### config.mk
export PLATFORM = sky130hd
export DESIGN_NAME = cache_req_queue
export DESIGN_NICKNAME = d
export VERILOG_FILES = /design/src/rtl/cache_req_queue.sv
export SDC_FILE = /design/constraint.sdc
export NUM_CORES = 1
export LEC_CHECK = 0
export ABC_AREA = 1
export ABC_CLOCK_PERIOD_IN_PS = 12400
export CAP_MARGIN = 20
export CORE_AREA = 10 10 210 292
export DETAILED_ROUTE_END_ITERATION = 8
export DIE_AREA = 0 0 220 302
export PLACE_DENSITY = 0.48
export SYNTH_ARGS = -nofsm -noshare
export SYNTH_HDL_FRONTEND = slang
export SYNTH_SLANG_ARGS = --single-unit
### constraint.sdc
create_clock -name clk -period 12.4 [get_ports clk]
set_clock_uncertainty 0.1 [all_clocks]
set_input_delay 2.48 -clock clk [delete_from_list [all_inputs] [get_ports clk]]
set_output_delay 2.48 -clock clk [all_outputs]
set_load 0.005 [all_outputs]
### src/rtl/cache_req_queue.sv
// cache_req_queue: buffers CPU load/store requests in a small FIFO and
// serialises them onto a single-outstanding cache port. Each accepted
// request produces exactly one in-order response pulse carrying load data
// or an error flag (misalignment, illegal control, or cache timeout).
//
// Handshake: a request transfers on a rising edge where req_valid and
// req_ready are both 1; req_ready depends only on FIFO occupancy. The cache
// accepts an access when cache_rdy falls while ren/wen is held, and
// completes it when cache_rdy returns high. Responses are never
// back-pressured.
`timescale 1ns/1ps

module cache_req_queue #(
  parameter int DEPTH   = 4,
  parameter int TIMEOUT = 64
) (
  input  logic        clk,
  input  logic        rst,
  input  logic        req_valid,
  output logic        req_ready,
  input  logic        req_we,
  input  logic [31:0] req_addr,
  input  logic [31:0] req_wdata,
  input  logic [4:0]  req_loadcntrl,
  input  logic [2:0]  req_storecntrl,
  output logic        rsp_valid,
  output logic [31:0] rsp_rdata,
  output logic        rsp_err,
  output logic        ren,
  output logic        wen,
  output logic [31:0] addr,
  output logic [31:0] din,
  output logic [4:0]  loadcntrl,
  output logic [2:0]  storecntrl,
  input  logic        cache_rdy,
  input  logic [31:0] dout,
  output logic [2:0]  dbg_state
);

  localparam int PTR_W = (DEPTH > 1) ? $clog2(DEPTH) : 1;
  localparam int CNT_W = $clog2(TIMEOUT + 1);
  localparam logic [PTR_W:0]   FULL_CNT = (PTR_W + 1)'(DEPTH);
  localparam logic [CNT_W-1:0] TMO_LAST = CNT_W'(TIMEOUT - 1);

  typedef enum logic [2:0] {
    IDLE  = 3'd0,
    CHECK = 3'd1,
    ISSUE = 3'd2,
    WAIT  = 3'd3,
    RESP  = 3'd4
  } state_t;

  typedef struct packed {
    logic        we;
    logic [31:0] addr;
    logic [31:0] wdata;
    logic [4:0]  lc;
    logic [2:0]  sc;
  } req_t;

  state_t state, state_n;

  // Request FIFO storage and pointers
  req_t           mem [DEPTH];
  logic [PTR_W-1:0] wr_ptr, rd_ptr;
  logic [PTR_W:0]   count;
  logic           full, empty, push, pop;

  // Working copy of the request being serviced
  req_t             cur;
  logic             seen_rdy;
  logic [CNT_W-1:0] tmo_cnt;
  logic             tmo_hit;
  logic [31:0]      rdata_q;
  logic             err_q;

  // Request legality
  logic lc_onehot, sc_onehot, chk_err;

  assign full      = (count == FULL_CNT);
  assign empty     = (count == '0);
  assign req_ready = !full;
  assign push      = req_valid && !full;
  // Pop only from a registered non-empty count, so a freshly pushed entry
  // is never popped in the cycle it arrives.
  assign pop       = (state == IDLE) && !empty;
  assign tmo_hit   = (tmo_cnt == TMO_LAST);
  assign dbg_state = state;

  // FIFO pointer and occupancy bookkeeping
  always_ff @(posedge clk) begin
    if (!rst) begin
      wr_ptr <= '0;
      rd_ptr <= '0;
      count  <= '0;
    end else begin
      if (push) wr_ptr <= wr_ptr + 1'b1;
      if (pop)  rd_ptr <= rd_ptr + 1'b1;
      case ({push, pop})
        2'b10:   count <= count + 1'b1;
        2'b01:   count <= count - 1'b1;
        default: count <= count;
      endcase
    end
  end

  // FIFO data write; contents are don't-care while the entry is empty
  always_ff @(posedge clk) begin
    if (push) begin
      mem[wr_ptr] <= '{we: req_we, addr: req_addr, wdata: req_wdata,
                       lc: req_loadcntrl, sc: req_storecntrl};
    end
  end

  // Legality of the latched request: exactly one control bit for its type
  // and natural alignment for word and halfword accesses.
  always_comb begin
    lc_onehot = (cur.lc != 5'd0) && ((cur.lc & (cur.lc - 5'd1)) == 5'd0);
    sc_onehot = (cur.sc != 3'd0) && ((cur.sc & (cur.sc - 3'd1)) == 3'd0);
    chk_err   = 1'b0;
    if (cur.we) begin
      chk_err = !sc_onehot
             || (cur.sc[2] && (cur.addr[1:0] != 2'b00))
             || (cur.sc[1] && cur.addr[0]);
    end else begin
      chk_err = !lc_onehot
             || (cur.lc[2] && (cur.addr[1:0] != 2'b00))
             || ((cur.lc[1] || cur.lc[4]) && cur.addr[0]);
    end
  end

  // FSM state register
  always_ff @(posedge clk) begin
    if (!rst) state <= IDLE;
    else      state <= state_n;
  end

  // FSM next-state: timeout wins in ISSUE, completion wins in WAIT
  always_comb begin
    state_n = state;
    case (state)
      IDLE:  if (!empty) state_n = CHECK;
      CHECK: state_n = chk_err ? RESP : ISSUE;
      ISSUE: begin
        if (tmo_hit)                     state_n = RESP;
        else if (seen_rdy && !cache_rdy) state_n = WAIT;
      end
      WAIT:  if (cache_rdy || tmo_hit) state_n = RESP;
      RESP:  state_n = IDLE;
      default: state_n = IDLE;
    endcase
  end

  // Working registers, acceptance tracking, timeout and response capture
  always_ff @(posedge clk) begin
    if (!rst) begin
      cur      <= '0;
      seen_rdy <= 1'b0;
      tmo_cnt  <= '0;
      rdata_q  <= '0;
      err_q    <= 1'b0;
    end else begin
      case (state)
        IDLE: begin
          if (!empty) begin
            cur     <= mem[rd_ptr];
            rdata_q <= '0;
            err_q   <= 1'b0;
          end
        end
        CHECK: begin
          err_q    <= chk_err;
          seen_rdy <= 1'b0;
          tmo_cnt  <= '0;
        end
        ISSUE: begin
          tmo_cnt <= tmo_cnt + 1'b1;
          if (cache_rdy) seen_rdy <= 1'b1;
          if (tmo_hit)   err_q <= 1'b1;
        end
        WAIT: begin
          tmo_cnt <= tmo_cnt + 1'b1;
          if (cache_rdy) begin
            if (!cur.we) rdata_q <= dout;
          end else if (tmo_hit) begin
            err_q <= 1'b1;
          end
        end
        default: ;
      endcase
    end
  end

  // Cache port: driven only while the access is being offered in ISSUE
  always_comb begin
    ren        = 1'b0;
    wen        = 1'b0;
    addr       = '0;
    din        = '0;
    loadcntrl  = '0;
    storecntrl = '0;
    if (state == ISSUE) begin
      addr = cur.addr;
      if (cur.we) begin
        wen        = 1'b1;
        din        = cur.wdata;
        storecntrl = cur.sc;
      end else begin
        ren       = 1'b1;
        loadcntrl = cur.lc;
      end
    end
  end

  assign rsp_valid = (state == RESP);
  assign rsp_rdata = (state == RESP) ? rdata_q : 32'd0;
  assign rsp_err   = (state == RESP) && err_q;

  a_excl_rw: assert property (@(posedge clk) disable iff (!rst) !(ren && wen));
  a_count_ok: assert property (@(posedge clk) disable iff (!rst) count <= FULL_CNT);

endmodule

======== Yosys cells after proc, flatten, opt, wreduce, memory -nomap -nowiden ========
Memories as Yosys holds them, arrays and structs flattened. A register that Yosys moved wholly into a read port is not among the register bits.
Cells that the tools add are included.
Widths: inputs -> output; s select.
storage, ports and cells
  flip-flop bits (word level) ............. 51
  bits in writable memories ............... 292
  bits of input ports ..................... 109
  output and inout bits ................... 112
  word-level logic and storage cells ...... 107
  memories kept ........................... 1
cells by class
  $add $sub $neg .......................... 7
  eq/ne operators ......................... 15
  muxes and demuxes ....................... 33
  bitwise operators ....................... 3
  reductions and logical operators ........ 40
memories
  memory  words  bits a word  rd ports  clocked after memory_dff  wr ports  line  source
  mem     4      73           1         1                         1         64    req_t mem [DEPTH];
operators by type and width
  cell                 count
  $mux 32              7
  $pmux 32 s2          1
  $mux 3               7
  $pmux 7 s2           1
  $ne 2x2->1 const B   6
  $pmux 3 s4           1
  $mux 1               11
  $logic_and 1x1->1    10
  $mux 5               2
  $reduce_bool 2->1    5
  $logic_not 3->1      3
  $add 7x1->7 const B  1
  $eq 7x6->1 const B   1
  $eq 3x2->1 const B   2
  $eq 3x3->1 const B   2
  $logic_not 1->1      6
  $logic_or 1x1->1     6
  $pmux 3 s2           1
  $reduce_and 3->1     2
  $sub 3x1->3 const B  2
  $and 5x5->5          1
  $logic_not 5->1      1
  $reduce_bool 5->1    1
  $sub 5x1->5 const B  1
  15 further kinds     17

======== Logic depth before layout (Yosys ltp) ========
Gate-level depths: netlist of run 1.
  depth in word-level cells ............... 10
  depth in mapped cells ................... 14
  mapped depth without buffers ............ 12

======== Worst setup path after synthesis of run 1 ========
No wires, ideal clock.
  path kind ............................... input to register
  start point ............................. input req_valid
  end point ............................... memory mem[0][0] (netlist bit) (enable)
  setup time .............................. 0.505 ns
  data arrival time ....................... 5.702 ns
  data required time ...................... 11.795 ns
  setup slack ............................. 6.093 ns
  stages .................................. 2
  path buffers ............................ 0
  cells stage by stage .................... nand2_1 -> nor2_1
between the ends
  longest elaborated chain between the ends .. 3
ends and longest elaborated chain
  element                       line  source
  start: declaration            19    input logic req_valid,
  $logic_and 1x1->1             83    assign push = req_valid && !full;
  $mux 1                        109   if (push) begin
  $mux 1 (implied by the code)  110   mem[wr_ptr] <= '{we: req_we, addr: req_addr, wdata: req_wdata,
  end: declaration              64
No other way between the ends.

======== Worst setup path in the final report of run 1 ========
  start point ............................. register state[2], in the netlist dbg_state[2]
  end point ............................... output addr[9]
between the ends
  longest elaborated chain between the ends .. 2
ends and longest elaborated chain
  element                   line  source
  start: declaration        61    state_t state, state_n;
  start signal: assignment  135   else state <= state_n;
  $eq 3x2->1                202   if (state == ISSUE) begin
  $mux 32                   202
  end: declaration          31    output logic [31:0] addr,
No other way between the ends.

==> impl_metrics.ini, run 1 <==
[timing]
tightestPinTransition_ps = 1090
hold_violations = 0
rsz0062_at_grt = no
setup_viol = 0
tns_ps = 0
slew_headroom = 0.2736
drv_slew = 0
fmaxAchievable_ghz = 0.1768
period_needed_ps = 5655
fin_crit_sh = 0.4560

[cells_and_area]
nets = 1833
layout-drive-gt1-share = 0.09480
mostFrequentLayoutCells = nor2_1 (419), edfxtp_1 (292), o21ai_0 (233)
layout_commonest_cell = nor2_1
area_growth_pct = 25.65

[floorplan]
initial_utilization = 0.2962
ios = 221
die_area_um2 = 66440
coreArea_um2 = 55930
row_count = 103
die_x_um = 220
die_y_um = 302

[run_status]
status = finished, final reports clean

[drt]
drt_wl_total_um = 46420
viasPerCell = 4.605
topRoutingLayerUsed = met4
drc_errors = 0
drt-met1-wl_um = 19240
first_iter_violations = 675
ant_nets = 0
num_vias = 11460
wl_met3_um = 2375
wl_met2_um = 23870
drt_pass1_iterations = 5
wl_per_cell_um = 18.66

[critical_path]
endpoint = addr[9]
reg2reg_slack_ps = 9450
critPathMaxStageDelay_ps = 530
path_delay_family = buffers and inverters
crit_buf_inv = 4
critPathLaunchType = flop
cp.required_ps = 9820
path_cells = inv_2 -> nand2_2 -> nor2_1 -> clkinv_2 -> buf_4 -> nor2_1 -> clkdlybuf4s50_1
crit_top_cell = nor2_1
r2r_cells = 12
reg2reg_to = count[2]
cp_max_fo = 41
crit_slowest_cell = clkdlybuf4s50_1
crit_cells = 7
worstPathArrival_ps = 3070
r2r_start = dbg_state[0]
end_kind = output pin
startpoint = dbg_state[2]
critPathKind = reg -> out

[global_route]
antenna_found_initial = 3
grt_usage = 0.1370
grt-ovfl-total = 0
grt_max_degree = 100
grt_pass1_vias = 11520
grt_pass1_wl_um = 70100

[clocking]
cts_tree = done
cts_root_buf = clkbuf_16
path_clk_slew_ps = 60
clockBufferDepth = 3
clock-sinks = 416
numCtsBuffers = 43
postCtsHoldBufs = 0
clk_latency_ps = 570
cts_setup_buffers = 0
htreeDepth = 2
cts_resized = 0

[placement]
gp_congestion = 0.7250
port_buffers = 220
dp_hpwl_um = 27770

[power]
powerDensity_nw_per_um2 = 196.9
peakVddDrop_mv = 0.1029
total_power_w = 0.004099
power.internal_w = 0.002714
clockPowerShare = 0.305
seqPwrFrac = 0.444
switching_share = 0.3380
pwr-share-comb = 0.251
p_leak_nw = 6.865
p_switching_w = 0.001385

[min_path]
hold_depth = 2
min-delay-start = seen_rdy
holdCritPathClass = reg -> reg

[synthesis]
syn-num-nets = 1651
yosysSeqAreaShare = 0.6791
syn_avg_cell_area_um2 = 10.79
ys_types = 34
ys_ff_latch = 416
synth_cells = 1535
yosysWarningCount = 0
syn_area_um2 = 16570

[flow_run]
max-cap-violations = 0
-- through the flow --
stage / hold WS (ps) / instances / instance area (µm²) / setup slack (ps) / util
floorplan: 339.4 / 1535 / 16570 / 6093 / -
global placement: 353.4 / 2403 / 19350 / 6844 / 0.3459
detailed placement: 365.0 / 2404 / 19370 / 6855 / 0.3464
CTS: 373.6 / 2483 / 20740 / 6593 / 0.3707
global route: 390.7 / 2487 / 20810 / 6439 / 0.3721
finish: 374.1 / 2488 / 20820 / 6745 / 0.3722
-- synth_stat cells (all sizes together) --
| library cell | n | area (µm²) |
|---|---|---|
| a21oi | 16 | 80.08 |
| a221oi | 1 | 8.760 |
| a22oi | 31 | 400.4 |
| a31o | 1 | 8.760 |
| a31oi | 74 | 462.9 |
| a32oi | 1 | 8.760 |
| and2 | 1 | 8.760 |
| buf | 51 | 299.0 |
| clkbuf | 47 | 176.4 |
| dfxtp | 124 | 2482 |
| edfxtp | 292 | 8768 |
| fa | 1 | 20.02 |
| ha | 6 | 75.07 |
| inv | 106 | 400.4 |
| nand2 | 72 | 277.8 |
| nand3 | 11 | 55.05 |
| nand4 | 3 | 18.77 |
| nor2 | 455 | 1788 |
| nor3 | 1 | 5.000 |
| o211ai | 1 | 7.510 |
| o21ai | 239 | 1204 |
| o221a | 1 | 11.26 |
-- power by group through the flow --
| stage | Combinational, W | Sequential, W | Clock, W |
|---|---|---|---|
| after floorplan | 0.000742 | 0.00178 | 0 |
| after global placement | 0.00104 | 0.00185 | 0 |
| after detailed placement | 0.00105 | 0.00185 | 0 |
| after CTS | 0.00106 | 0.00182 | 0.00129 |
| after global routing | 0.00118 | 0.00184 | 0.00134 |
| final | 0.00103 | 0.00182 | 0.00125 |
-- flip-flops by register name, indices dropped and copies added, names as in the netlist --
signal	count
mem	292
cur	73
rdata_q	32
tmo_cnt	7
count	3
dbg_state	3
rd_ptr	2
wr_ptr	2
err_q	1
seen_rdy	1
-- cell families (layout without fill, tap and decap cells) --
family,count (synthesis),after routing,share of synthesized area
buffers and inverters,204,420,0.05287
adders and majority gates,7,7,0.005740
DFF,416,416,0.6791
AOI/OAI and AO/OA,365,365,0.1323
and+or+nand+nor,543,543,0.1300
other,0,2,0
-- cell type report --
type                            count  area, µm²
Inverter                          106      407.9
Fill cell                        5533      35110
Tap cell                          735      919.6
Clock inverter                     23      206.4
Timing Repair Buffer              235       2385
Multi-Input combinational cell    915       4478
Clock buffer                       56       1155
Antenna cell                        2      5.005
Sequential cell                   416      11260
-- layer usage --
layer,up-vias,global-route usage
met1,5540,0.1631
met4,0,0.03986
met5,-,0
met3,54,0.02789
met2,236,0.2437
li1,5626,-
-- worst reg2reg max path: stages (launching register included) --
cell and delay [ps]:
dfxtp_1 370, nor2_1 180, inv_2 70, nor2_2 110
nand2_2 140, inv_4 630, ha_1 290, inv_1 70
fa_1 380, a21oi_1 160, o21ai_0 110, o21ai_0 150
a21oi_1 50
-- how the worst min path moves through the flow --
| stage | endpoint | slack, ps |
|---|---|---|
| detailed placement | seen_rdy | 370 |
| global route | seen_rdy | 390 |
| finish | seen_rdy | 370 |
| CTS | seen_rdy | 370 |
| floorplan | seen_rdy | 340 |
| global placement | seen_rdy | 350 |
Note: power is estimated with default switching activity, not from simulation.
==> run 2: changes to the inputs <==
Settings changed: ABC_CLOCK_PERIOD_IN_PS 12400 to 5750.
Clock period 12.4 ns to 5.75 ns, I/O delays scaled along.
==> run 2 against run 1 <==
Net effect: combinational power up 110%; clock power up 140%; setup slack lost 5300 ps; largest cell class unchanged; critical endpoint is now din[5]; highest routed layer is now met5; utilization up 0.27 points.
==> impl_metrics.ini, run 2 (synthesized netlist as in run 1, its figures left out) <==
[timing]
fin_crit_sh = 0.7564
tns_ps = 0
drv_slew = 0
slew_headroom = 0.3031
hold_violations = 0
period_needed_ps = 4349
setup_viol = 0
tightestPinTransition_ps = 1045
fmaxAchievable_ghz = 0.2299
rsz0062_at_grt = no

[power]
total_power_w = 0.009096
p_leak_nw = 6.954
powerDensity_nw_per_um2 = 433.8
peakVddDrop_mv = 0.3223

[global_route]
grt_pass1_vias = 11460
grt-ovfl-total = 0
grt_usage = 0.1337
met2_usage = 0.2388
grt_max_degree = 93
grt_busiest_layer = met2
grtUsageMet1 = 0.1575
antenna_found_initial = 5
grt_pass1_wl_um = 68410
grtUsageMet3 = 0.02779

[clocking]
cts_resized = 0
path_clk_slew_ps = 60
clk_latency_ps = 550
htreeDepth = 2
postCtsHoldBufs = 0
cts_tree = done
cts_setup_buffers = 0
numCtsBuffers = 45
clockBufferDepth = 3
cts_root_buf = clkbuf_16
clock-sinks = 416

[cells_and_area]
largestRegisters = mem x292, cur x73, rdata_q x32
fillCellCount = 5538
largest_reg_flops = 292
layout_commonest_cell = nor2_1
final_util = 0.3749
design_area_um2 = 20970
nets = 1835
area_growth_pct = 26.57
mostFrequentLayoutCells = nor2_1 (419), edfxtp_1 (292), o21ai_0 (233)
layout-drive-gt1-share = 0.09795
regMostFlops = mem

[critical_path]
startpoint = dbg_state[2]
worstPathArrival_ps = 3100
critPathKind = reg -> out
cp_max_fo = 41
r2r_start = dbg_state[0]
critPathLaunchType = flop
end_kind = output pin
cp.required_ps = 4500

[run_status]
status = finished, final reports clean

[drt]
num_vias = 11460
drt_pass1_iterations = 4
wl_per_cell_um = 18.38
drc_errors = 0
ant_nets = 0
first_iter_violations = 608
viasPerCell = 4.600
drt_wl_total_um = 45810

[min_path]
min-delay-start = seen_rdy
holdCritPathClass = reg -> reg

[floorplan]
die_x_um = 220
die_area_um2 = 66440
row_count = 103
initial_utilization = 0.2962
die_y_um = 302
coreArea_um2 = 55930
ios = 221

[placement]
gp_congestion = 0.7438
dp_hpwl_um = 26820
port_buffers = 220
placed_area_um2 = 19410

[flow_run]
max-cap-violations = 0
run 2: cell count changes in the layout (fill, tap and decap cells not counted), sizes merged:
cell / change
bufinv: +4
clkinvlp: -2
clkbuf: -1
clkinv: +4
diode: -1
run 2: critical path, stage by stage (launching register included):
cell,delay [ps]
dfxtp_1,360
inv_2,100
nand2_2,80
nor2_1,290
clkinv_2,520
buf_4,480
nor2_1,170
clkdlybuf4s50_1,520
run 2: worst paths after layout:
path / endpoint / slack [ps] / cells after the start
setup / recovery: din[5] / 1400 / 7
hold / removal: seen_rdy / 360 / 2
setup reg to reg: count[2] / 2930 / 12
hold reg to reg: seen_rdy / 360 / 2
run 2: layer usage:
layer,routed length [µm],vias to the layer above
met2,23070,260
met3,2611,73
met5,52,-
met1,19090,5488
met4,994,6
li1,-,5636
run 2: through the flow:
stage,hold WS [ps],cells,worst slack (ps)
2_1_floorplan,339.4,1535,772.8
3_3_place_gp,355.0,2406,1975
3_5_place_dp,355.2,2406,1888
4_1_cts,364.6,2490,1293
5_1_grt,411.8,2491,1104
6_report,364.0,2492,1401
run 2: layout make-up:
cell class,instances,area (µm²),share of cell area
repair buffers,235,2370,0.1130
multi-input cells,915,4478,0.2136
diodes,1,2.502,0.0001193
flip-flops and latches,416,11260,0.5370
well taps,735,919.6,0.04386
inverters,106,407.9,0.01945
clock buffers,55,1226,0.05848
clock inverters,29,305.3,0.01456
run 2: report_power, final:
part,internal [W],switching (W)
clock network,0.00179,0.00119
registers,0.00365,0.000268
logic,0.000672,0.00153
==> run 3: changes to the inputs <==
Settings changed: ABC_CLOCK_PERIOD_IN_PS 5750 to 4200.
Clock period 5.75 ns to 4.2 ns, I/O delays scaled along.
==> run 3 against run 2 <==
Net effect: hold slack better by 1.7 ps; first-iteration DRC count fell by 6.1%; sequential power up 36%; power rose by 35%; wire length grew 0.91%; cell area fell by 0.11%; setup slack worse by 770 ps; sequential share of layout area rose by 0.058 points; largest power group unchanged; highest routed layer is now met4.
==> impl_metrics.ini, run 3 (synthesized netlist as in run 1, its figures left out) <==
[clocking]
clock-sinks = 416
postCtsHoldBufs = 0
cts_setup_buffers = 0
cts_resized = 0
path_clk_slew_ps = 60
numCtsBuffers = 43
clk_latency_ps = 550
cts_root_buf = clkbuf_16
clockBufferDepth = 3
cts_tree = done
htreeDepth = 2

[critical_path]
cp_max_fo = 6
end_kind = output pin
r2r_cells = 10
cp.required_ps = 3260
startpoint = dbg_state[2]
reg2reg_to = count[2]
critPathKind = reg -> out
r2r_start = count[0]
endpoint = loadcntrl[2]
critPathLaunchType = flop
reg2reg_slack_ps = 1830
worstPathArrival_ps = 2630

[global_route]
grt_busiest_layer = met2
grt_max_degree = 148
grtUsageMet1 = 0.1587
antenna_found_initial = 2
grtUsageMet3 = 0.02739
grt_pass1_vias = 11370
grt-ovfl-total = 0
met2_usage = 0.2451
grt_pass1_wl_um = 69300
grt_usage = 0.1359

[cells_and_area]
mostFrequentLayoutCells = nor2_1 (419), edfxtp_1 (292), o21ai_0 (233)
design_area_um2 = 20950
fillCellCount = 5496
seq_area_um2 = 11260
final_util = 0.3745
fin_cells = 2496
regMostFlops = mem
multi_input_area_um2 = 4478
largest_reg_flops = 292
layout-drive-gt1-share = 0.09773
layout_commonest_cell = nor2_1
largestRegisters = mem x292, cur x73, rdata_q x32
nets = 1843
area_growth_pct = 26.43

[timing]
slew_headroom = 0.3107
rsz0062_at_grt = no
fmaxAchievable_ghz = 0.2803
fin_crit_sh = 0.8495
setup_viol = 0
tns_ps = 0
hold_violations = 0
tightestPinTransition_ps = 1032
period_needed_ps = 3568
drv_slew = 0

[placement]
port_buffers = 220
gp_congestion = 0.7405
placed_area_um2 = 19570
placed_cells = 2417
dp_hpwl_um = 27100

[floorplan]
die_area_um2 = 66440
initial_utilization = 0.2962
row_count = 103
die_x_um = 220
ios = 221
coreArea_um2 = 55930
die_y_um = 302

[power]
powerDensity_nw_per_um2 = 584.1
peakVddDrop_mv = 0.5711
total_power_w = 0.01224
p_leak_nw = 6.928

[drt]
drt_pass1_iterations = 4
drc_errors = 0
num_vias = 11440
drt_wl_total_um = 46230
viasPerCell = 4.582
first_iter_violations = 571
ant_nets = 0
wl_per_cell_um = 18.52

[run_status]
status = finished, final reports clean

[flow_run]
max-cap-violations = 0

[min_path]
holdCritPathClass = reg -> reg
==> run 3: changes by cell type in the layout (fill, tap and decap cells not counted), sizes merged <==
cell      delta
buf         +10
clkbuf       +7
bufinv       -2
clkinvlp     +1
clkinv      -12
==> run 3: metal layers <==
metal  share of wire  vias to the layer above
li1                -                     5645
met3           0.048                       60
met1            0.42                     5502
met5               0                        -
met2            0.51                      229
met4           0.022                        0
==> run 3: where the power goes <==
group | switching [W] | total (W) | internal, W
sequential | 0.000341 | 0.00534 | 0.00500
clock | 0.00156 | 0.00378 | 0.00221
combinational | 0.00214 | 0.00312 | 0.000979
==> run 3: worst min-delay path by stage <==
| stage | to | slack [ps] | depth (start not counted) | from |
|---|---|---|---|---|
| final | seen_rdy | 370 | 2 | seen_rdy |
| after global routing | seen_rdy | 390 | 2 | seen_rdy |
| after floorplan | seen_rdy | 340 | 2 | seen_rdy |
| after CTS | seen_rdy | 370 | 2 | seen_rdy |
| after detailed placement | seen_rdy | 360 | 2 | seen_rdy |
| after global placement | seen_rdy | 350 | 2 | seen_rdy |
==> run 3: final cells by class <==
class,instances,share of cell area
clock buffers,62,0.05669
multi-input cells,915,0.2138
diodes,1,0.0001195
well taps,735,0.04390
clock inverters,16,0.009139
inverters,106,0.01947
flip-flops and latches,416,0.5375
repair buffers,245,0.1193
==> run 3: stage by stage <==
step | setup WS [ps] | hold WS, ps
after floorplan | -467.2 | 339.4
after global placement | 1042 | 354.4
after detailed placement | 1155 | 358.3
after CTS | 537.5 | 368.2
after global routing | 430.9 | 386.7
final | 632.1 | 365.7
==> run 3: worst max-delay path, stage by stage (launching register included) <==
cell and delay (ps):
dfxtp_1 370, inv_2 100, nand2_2 80, nor2_1 270, clkinv_2 150, nor2_1 310
inv_1 160, nor2_1 120, clkdlybuf4s50_1 510
